$ cat src/rtl/dsp_mac_bank_pkg.sv
// Shared definitions for the multi-channel MAC bank: op-code encoding and widths.
package dsp_mac_bank_pkg;

   localparam int OP_W = 2;

   typedef enum logic [OP_W-1:0] {
      OP_MUL  = 2'd0,
      OP_MAC  = 2'd1,
      OP_MSUB = 2'd2,
      OP_CLR  = 2'd3
   } mac_op_e;

endpackage

$ cat src/rtl/dsp_sat_shift.sv
// Arithmetic right shift of a wide signed value, then saturation to OW bits with a clip flag.
module dsp_sat_shift #(
   parameter int IW    = 48,
   parameter int OW    = 18,
   parameter int SHIFT = 17
) (
   input  logic signed [IW-1:0] din,
   output logic signed [OW-1:0] dout,
   output logic                 ovf
);

   logic signed [IW-1:0] shifted;

   assign shifted = din >>> SHIFT;

   // The value fits in OW bits only if every bit above the OW-1 sign position copies the sign.
   // NOTE: every output gets a default first so no path through the block can infer a latch.
   always_comb begin
      dout = shifted[OW-1:0];
      ovf  = 1'b0;
      if (shifted[IW-1] && !(&shifted[IW-2:OW-1])) begin
         dout = {1'b1, {(OW-1){1'b0}}};
         ovf  = 1'b1;
      end else if (!shifted[IW-1] && (|shifted[IW-2:OW-1])) begin
         dout = {1'b0, {(OW-1){1'b1}}};
         ovf  = 1'b1;
      end
   end

endmodule

$ cat src/rtl/dsp_mac_bank.sv
// NCH time-multiplexed accumulators sharing one 3-stage A/B -> M -> P multiply-accumulate pipeline.
module dsp_mac_bank
   import dsp_mac_bank_pkg::*;
#(
   parameter  int DW    = 18,
   parameter  int PW    = 48,
   parameter  int NCH   = 4,
   parameter  int SHIFT = 17,
   localparam int CHW   = $clog2(NCH)
) (
   input  logic                 clk,
   input  logic                 reset_n,
   input  logic                 in_valid,
   input  logic [OP_W-1:0]      in_op,
   input  logic [CHW-1:0]       in_ch,
   input  logic signed [DW-1:0] in_a,
   input  logic signed [DW-1:0] in_b,
   input  logic                 clear_all,
   output logic                 out_valid,
   output logic [CHW-1:0]       out_ch,
   output logic signed [PW-1:0] out_p,
   output logic signed [DW-1:0] out_q,
   output logic                 out_ovf
);

   localparam logic [CHW:0] NCH_L = NCH[CHW:0];

   logic                   s1_valid, s2_valid;
   mac_op_e                s1_op, s2_op;
   logic [CHW-1:0]         s1_ch, s2_ch;
   logic signed [DW-1:0]   s1_a, s1_b;
   logic signed [2*DW-1:0] s2_m;

   logic signed [PW-1:0]   acc [NCH];
   logic signed [PW-1:0]   z, m_ext, p;
   logic signed [DW-1:0]   q;
   logic                   q_ovf;

   // Channels beyond NCH (non-power-of-2 banks) are dropped here and never reach write-back.
   // NOTE: sequential state uses non-blocking assignments so every stage samples pre-edge values.
   always_ff @(posedge clk or negedge reset_n) begin
      if (!reset_n) begin
         s1_valid <= 1'b0;
         s1_op    <= OP_MUL;
         s1_ch    <= '0;
         s1_a     <= '0;
         s1_b     <= '0;
         s2_valid <= 1'b0;
         s2_op    <= OP_MUL;
         s2_ch    <= '0;
         s2_m     <= '0;
      end else begin
         s1_valid <= in_valid && ({1'b0, in_ch} < NCH_L);
         s1_op    <= mac_op_e'(in_op);
         s1_ch    <= in_ch;
         s1_a     <= in_a;
         s1_b     <= in_b;
         s2_valid <= s1_valid;
         s2_op    <= s1_op;
         s2_ch    <= s1_ch;
         s2_m     <= s1_a * s1_b;
      end
   end

   // S3: the accumulator is read here, so a same-channel op one cycle behind sees this write.
   always_comb begin
      z     = acc[s2_ch];
      m_ext = PW'(s2_m);
      p     = '0;
      case (s2_op)
         OP_MUL:  p = m_ext;
         OP_MAC:  p = z + m_ext;
         OP_MSUB: p = z - m_ext;
         OP_CLR:  p = '0;
         default: p = '0;
      endcase
   end

   dsp_sat_shift #(
      .IW    (PW),
      .OW    (DW),
      .SHIFT (SHIFT)
   ) u_sat (
      .din  (p),
      .dout (q),
      .ovf  (q_ovf)
   );

   // NOTE: the bank is a flop array rather than RAM, so an asynchronous reset of every entry is legal.
   always_ff @(posedge clk or negedge reset_n) begin
      if (!reset_n) begin
         for (int i = 0; i < NCH; i++) acc[i] <= '0;
      end else if (clear_all) begin
         for (int i = 0; i < NCH; i++) acc[i] <= '0;
      end else if (s2_valid) begin
         acc[s2_ch] <= p;
      end
   end

   // The result is still reported on a clear edge even though its write-back is discarded.
   always_ff @(posedge clk or negedge reset_n) begin
      if (!reset_n) begin
         out_valid <= 1'b0;
         out_ch    <= '0;
         out_p     <= '0;
         out_q     <= '0;
         out_ovf   <= 1'b0;
      end else begin
         out_valid <= s2_valid;
         out_ovf   <= s2_valid && q_ovf;
         if (s2_valid) begin
            out_ch <= s2_ch;
            out_p  <= p;
            out_q  <= q;
         end
      end
   end

endmodule

$ cat config.mk
export PLATFORM = sky130hd
export DESIGN_NAME = dsp_mac_bank
export DESIGN_NICKNAME = d
export VERILOG_FILES = /design/src/rtl/dsp_mac_bank_pkg.sv /design/src/rtl/dsp_sat_shift.sv /design/src/rtl/dsp_mac_bank.sv
export SDC_FILE = /design/constraint.sdc
export NUM_CORES = 2
export LEC_CHECK = 0
export CAP_MARGIN = 25
export CORE_MARGIN = 10
export CORE_UTILIZATION = 45
export CTS_CLUSTER_DIAMETER = 150
export DETAILED_ROUTE_END_ITERATION = 7
export SYNTH_ARGS = -nofsm -noshare
export SYNTH_HDL_FRONTEND = slang
export SYNTH_HIERARCHICAL = 1
export SYNTH_SLANG_ARGS = --single-unit
$ cat constraint.sdc
create_clock -name clk -period 8.4 [get_ports clk]
set_clock_uncertainty 0.1 [all_clocks]
set_input_delay 1.68 -clock clk [delete_from_list [all_inputs] [get_ports clk]]
set_output_delay 1.68 -clock clk [all_outputs]
set_load 0.05 [all_outputs]
==> flow_summary.json <==
{
  "outcome": "finished clean",
  "fmax_mhz": 132.5,
  "placed_area_sq_um": 31210,
  "critical_path_arrival_ps": 7890,
  "clk_pin_slew_ps": 60,
  "core_area_sq_um": 64460,
  "postCtsSetupRepairBufs": 0,
  "hold_viol_final": 0,
  "min_path_cells": 0,
  "grt_pass1_vias": 23740,
  "drc": 0,
  "crit_fanout": 17,
  "hp-class": "reg -> reg",
  "cts_buffers": 41,
  "grt_usage": 0.2258,
  "r2r-end": "out_q[11]$_DFFE_PN0P_",
  "dr_wl_met2_microns": 40740,
  "syn_area_sq_um": 29290,
  "dp.final_hpwl_microns": 61760,
  "highest_layer": "met4",
  "reg2reg_from": "s2_m[4]$_DFF_PN0_",
  "antenna_left": 0,
  "fp.dieH_microns": 275.1,
  "cp-start-kind": "flop",
  "clockRootBuffer": "clkbuf_16",
  "final_layout_size_suffix_gt1_frac": 0.06570,
  "worstPathRequired_ps": 8740,
  "worst_setup_path_end_kind": "flop",
  "nNetsFinal": 3591,
  "dr.pass1.iters": 5,
  "final_cell_mix": "458 x inv_1, 404 x nand2_1, 341 x dfrtp_1, 330 x fa_1, 211 x o21ai_0",
  "die-area_sq_um": 75690,
  "grt_pass1_wl_microns": 135000,
  "start_util": 0.4544,
  "ff2ff_path_depth": 22,
  "io_buffers": 113,
  "layout_commonest_cell": "inv_1",
  "tritoncts": "done",
  "clk_path_buf_depth": 3,
  "yosysWarnings": 6,
  "grt_max_degree": 121,
  "drt_iter0_drc": 1578,
  "crit_start": "s2_m[4]$_DFF_PN0_",
  "rsz0062_at_grt": "no",
  "place_congestion": 0.9099,
  "max_cap_violations": 0,
  "hold_path_end": "s2_op[1]$_DFF_PN0_",
  "row_count": 93,
  "timing.slew.headroom": 0.2718,
  "syn_inst": 3033,
  "clkSinkCount": 344,
  "grt-ovfl-total": 0,
  "hp-start": "s1_op[1]$_DFF_PN0_",
  "wl_per_cell_microns": 21.08,
  "die_w_microns": 275.1,
  "hold_buffers": 0,
  "grt_antenna_before_repair": 0,
  "antenna_cells": 0,
  "synth.avg_cell_area_sq_um": 9.657,
  "clk_latency_ps": 570,
  "fin_crit_ps": 7547,
  "final_max_slew_viol_count": 0,
  "finalSetupViolCount": 0,
  "design_area_sq_um": 32630,
  "vias": 21910,
  "wirelength_microns": 83490,
  "io_pins": 114,
  "area_growth_pct": 11.41,
  "tightestPinTransition_ps": 1090,
  "finalCritPeriodShare": 0.8985,
  "r2r_slack_ps": 850,
  "cts_max_level": 2,
  "avgViaCountPerCell": 5.533,
  "path_class": "reg -> reg",
  "synth_nets": 3550,
  "met3_length_microns": 4559,
  "wl_met1_microns": 35700,
  "cts_resized": 0,
  "fin_tns_setup_ps": 0
}
-- how the worst max path moves through the flow --
stage,to,slack (ps),depth (start not counted)
2_1_floorplan,s2_m[34]$_DFF_PN0_,2060,24
3_3_place_gp,out_q[8]$_DFFE_PN0P_,1050,22
4_1_cts,out_q[11]$_DFFE_PN0P_,830,22
5_1_grt,out_q[5]$_DFFE_PN0P_,250,22
3_5_place_dp,out_q[11]$_DFFE_PN0P_,850,22
6_report,out_q[11]$_DFFE_PN0P_,850,22
-- critical path, cell delays in order (launching register included) --
cell	delay [ps]
dfrtp_1	420
or3_1	430
nor3_1	420
nand2_1	120
nor2_1	230
nand2_1	200
nor3_1	630
a211oi_1	390
a21oi_1	230
ha_1	350
a21oi_1	220
o21bai_1	80
a21oi_1	260
nand2_1	130
a2111oi_0	830
nor2_1	150
xor2_1	180
a21oi_1	380
inv_1	150
nor4_2	370
a41oi_2	520
o21a_1	350
mux2_2	270
-- metrics by stage --
step                  util  setup WS (ps)  hold WS (ps)  std cells
floorplan                -           2062         231.2       3033
global placement    0.4842           1047         240.4       3882
detailed placement  0.4842          848.3         234.7       3882
CTS                 0.5052          827.7         254.5       3956
global route        0.5062          248.0         266.2       3960
finish              0.5062          852.6         250.4       3960
-- registers in the layout (all words and copies together), names as in the netlist --
name / count
out_ch: 2
s1_op: 2
out_ovf: 1
s2_valid: 1
out_q: 18
out_p: 48
s1_b: 18
s1_a: 18
s2_ch: 2
s1_valid: 1
acc: 192
s2_m: 36
s1_ch: 2
out_valid: 1
s2_op: 2
-- final cells by class --
type	count	area [sq um]
tap	855	1070
sequential	344	8617
inverter	459	1723
clock inverter	15	160.2
multi-input combinational	2085	18470
fill	5984	31830
clock buffer	59	1194
timing repair buffer	143	1396
-- layer usage --
layer  GRT usage  vias up
met5           0        -
met4     0.07248        0
met3     0.03065      147
met2      0.3822      682
met1      0.2964    11150
li1            -     9932
Power is not shown: default switching activity piles up to over one toggle a cycle in this logic, so the estimate is an artifact.
